$ cat src/rtl/rca_32_bit.sv
// Registered WIDTH-bit ripple-carry adder: {Cout,Sout} = A + B, one cycle of latency.
// Define RCA_OVF_EN to add the registered signed-overflow output Ovf.
module rca_32_bit #(
  parameter int WIDTH = 32
) (
  input  logic             clk,
  input  logic             rst_n,
  input  logic [WIDTH-1:0] A,
  input  logic [WIDTH-1:0] B,
  output logic             Cout,
  output logic [WIDTH-1:0] Sout
`ifdef RCA_OVF_EN
  ,
  output logic             Ovf
`endif
);

  // cin_w[i] is c[i] and cout_w[i] is c[i+1]; cout_w[WIDTH-1] is the final carry-out.
  logic [WIDTH-1:0] cin_w;
  logic [WIDTH-1:0] cout_w;
  logic [WIDTH-1:0] sum_d;
  logic             cout_d;
  logic [WIDTH-1:0] sout_q;
  logic             cout_q;

  genvar gi;
  generate
    for (gi = 0; gi < WIDTH; gi++) begin : g_fa
      logic p_w;

      if (gi == 0) begin : g_c0
        assign cin_w[gi] = 1'b0;
      end else begin : g_cn
        assign cin_w[gi] = cout_w[gi-1];
      end

      assign p_w        = A[gi] ^ B[gi];
      assign sum_d[gi]  = p_w ^ cin_w[gi];
      assign cout_w[gi] = (A[gi] & B[gi]) | (cin_w[gi] & p_w);
    end
  endgenerate

  assign cout_d = cout_w[WIDTH-1];

  always_ff @(posedge clk or negedge rst_n) begin
    if (!rst_n) begin
      sout_q <= '0;
      cout_q <= 1'b0;
    end else begin
      sout_q <= sum_d;
      cout_q <= cout_d;
    end
  end

  assign Sout = sout_q;
  assign Cout = cout_q;

`ifdef RCA_OVF_EN
  logic ovf_d;
  logic ovf_q;

  // Signed overflow: carry into the MSB differs from carry out of it.
  assign ovf_d = cout_w[WIDTH-1] ^ cin_w[WIDTH-1];

  always_ff @(posedge clk or negedge rst_n) begin
    if (!rst_n) begin
      ovf_q <= 1'b0;
    end else begin
      ovf_q <= ovf_d;
    end
  end

  assign Ovf = ovf_q;
`endif

endmodule

$ cat config.mk
export PLATFORM = sky130hd
export DESIGN_NAME = rca_32_bit
export DESIGN_NICKNAME = d
export VERILOG_FILES = /design/src/rtl/rca_32_bit.sv
export SDC_FILE = /design/constraint.sdc
export NUM_CORES = 1
export LEC_CHECK = 0
export ABC_AREA = 1
export CAP_MARGIN = 40
export CORE_MARGIN = 5
export CORE_UTILIZATION = 45
export CTS_CLUSTER_SIZE = 30
export DETAILED_ROUTE_END_ITERATION = 8
export DONT_BUFFER_PORTS = 1
export GPL_ROUTABILITY_DRIVEN = 0
export GPL_TIMING_DRIVEN = 0
export MAX_ROUTING_LAYER = met4
export PLACE_DENSITY = 0.64
export SYNTH_ARGS = -nofsm -noshare
export SYNTH_HDL_FRONTEND = slang
export SYNTH_SLANG_ARGS = --single-unit
$ cat constraint.sdc
create_clock -name clk -period 0.87 [get_ports clk]
set_clock_uncertainty 0.1 [all_clocks]
set_input_delay 0.087 -clock clk [delete_from_list [all_inputs] [get_ports clk]]
set_output_delay 0.087 -clock clk [all_outputs]
set_load 0.005 [all_outputs]
==> impl_metrics.tcl <==
set metrics [dict create \
    fin_crit_ps 10890 \
    wl_mm 2.689 \
    grt_overflow 0 \
    critPathRequiredTime_ps 1040 \
    min_path_type "in2async" \
    cts_tree "done" \
    crit_type "in2reg" \
    synthTopCellsByArea "dfrtp_1, fa_1, inv_1" \
    num-nets-final 181 \
    slew-limit-headroom_pct 92.84 \
    die_w_um 67.67 \
    ant_nets 0 \
    yosysTopAreaCellShare_pct 55.18 \
    critical_path.max_stage_delay_ps 390 \
    syn_to_final_growth_pct 14.05 \
    combPwrFrac_pct 11.2 \
    core-area_um2 3284 \
    seq_area_um2 825.8 \
    drtIter0Drc 16 \
    avgSynthCellArea_um2 19.95 \
    fin_crit_sh_pct 1251 \
    grt_pass1_wl_mm 4.367 \
    synth_seq_cells 33 \
    sw_frac_of_total_pct 25.28 \
    final.fill_count 281 \
    mostFrequentLayoutCell "dfrtp_1" \
    run_status "finished, violations left" \
    first_global_vias 851 \
    dieArea_um2 4579 \
    ctsHoldBuffers 1 \
    design_area_um2 1707 \
    place_area_um2 1642 \
    violations "negative hold slack, negative setup slack" \
    dr.max_layer_used "met4" \
    die_h_um 67.67 \
    tightest_slew_ps 107.5 \
    cp_max_fo 1 \
    syn-num-nets 173 \
    portBuffers 0 \
    wl_per_cell_um 20.84 \
    ys_types 4 \
    clockRootBuffer "clkbuf_4" \
    layoutNonFillerInstCount 129 \
    rsz0062_at_grt "yes" \
    cp.arrival_ps 11060 \
    setup_violations 64 \
    seq_power_share_pct 61.9 \
    drt_first_pass_iters 2 \
    cts.sinks 33 \
    diodes 0 \
    hold_viol 65 \
    ir_worst_vdd_uv 721.1 \
    wl_met3_um 337 \
    dr_wl_met2_mm 1.306 \
    start_kind "primary input" \
    htree_levels 2 \
    clock_path_buffers 2 \
    grt_use_total_pct 14.31 \
    dp_slack_ps -10430 \
    yosysWarnings 0 \
    worst_slack_ps -10020 \
    io_pins 99 \
    grt_max_degree 34 \
    p_clk_share_pct 26.9 \
    netlist_instances 75 \
    start_util_pct 45.56 \
    cap_violations 0 \
    critPathCaptureType "flop" \
    switchingPower_uw 816.5 \
    numCtsBuffers 5 \
    yosys.area.top_type "dfrtp_1" \
    power.total_mw 3.230 \
    antenna_found_initial 0 \
    cp_slowest_cell "fa_1" \
    rows 21 \
    m1WireLength_um 943 \
    vias_per_cell 4.829 \
    fmax_ghz 0.09187 \
    postLayoutCoreUtil_pct 51.96 \
    netlist_area_um2 1496 \
    hold_slack_ps -658.0 \
    p_per_area_nw_per_um2 1892 \
    drcViolationCount 0 \
    clkTransAtPathRegs_ps 100 \
    multi_input_area_um2 720.7 \
    layout_common_cells "dfrtp_1, fa_2, inv_1, clkbuf_4, inv_2" \
    ys_seq_area_share_pct 55.18 \
    p_leak_nw 0.6794 \
    p_int_mw 2.413 \
    vias 623 \
    detailed_place_hpwl_mm 2.285 \
    crit_top_cell "fa_2" \
    place_inst 121 \
    cts_setup_buffers 0 \
    timing.setup.tns_ps -162240 \
    drive_gt1_share_pct 49.40 \
    slew_violations 0 \
]
## cell type report
type / instances / share of cell area (%)
Inverter: 10 / 2.199
Tap cell: 46 / 3.372
Multi-Input combinational cell: 32 / 42.23
Sequential cell: 33 / 48.39
Timing Repair Buffer: 1 / 0.5865
Clock buffer: 7 / 3.226
## synth_stat cells, drive strengths merged
master	instances
ha	1
dfrtp	33
fa	31
inv	10
## kinds of logic after synthesis
group	synth area share [%]
adders and majority gates	42.31
buffers and inverters	2.509
DFF	55.18
## per-layer routing
layer,global-route usage (%),vias up
met2,19.81,67
met1,17.89,317
met5,-,-
li1,-,231
met3,4.326,8
met4,9.873,0
## power groups by stage
stage                     clock [mW]  sequential (mW)  combinational [mW]
after floorplan                    0             1.98               0.276
after global placement             0             2.04               0.338
after detailed placement           0             2.04               0.375
after CTS                      0.907             2.02               0.380
after global routing           0.952             2.04               0.478
final                          0.867             2.00               0.363
## critical path: cells and delay by family
kind	cells	cell delay [ps]
adder cells (fa/ha/maj)	32	10750
buffers and inverters	4	220
## final timing paths
| path | end | startpoint | slack [ps] | cells after the start |
|---|---|---|---|---|
| setup / recovery | Sout[31]$_DFF_PN0_ | A[0] | -10020 | 36 |
| hold / removal | Sout[23]$_DFF_PN0_ | rst_n | -660 | 0 |
| max in group asynchronous | Sout[14]$_DFF_PN0_ | rst_n | 1250 | 0 |
| min in group clk | Sout[15]$_DFF_PN0_ | B[15] | -140 | 1 |
## sequential cells by signal (all words and copies together) (netlist names)
signal and flops:
Sout 32, Cout 1
## repair_timing
action                     in CTS  in global routing
hold endpoints to repair       66                 65
pin swaps                       1                  0
setup endpoints to repair      64                 64
resized for setup               0                  1
(Power assumes the default switching activity.)
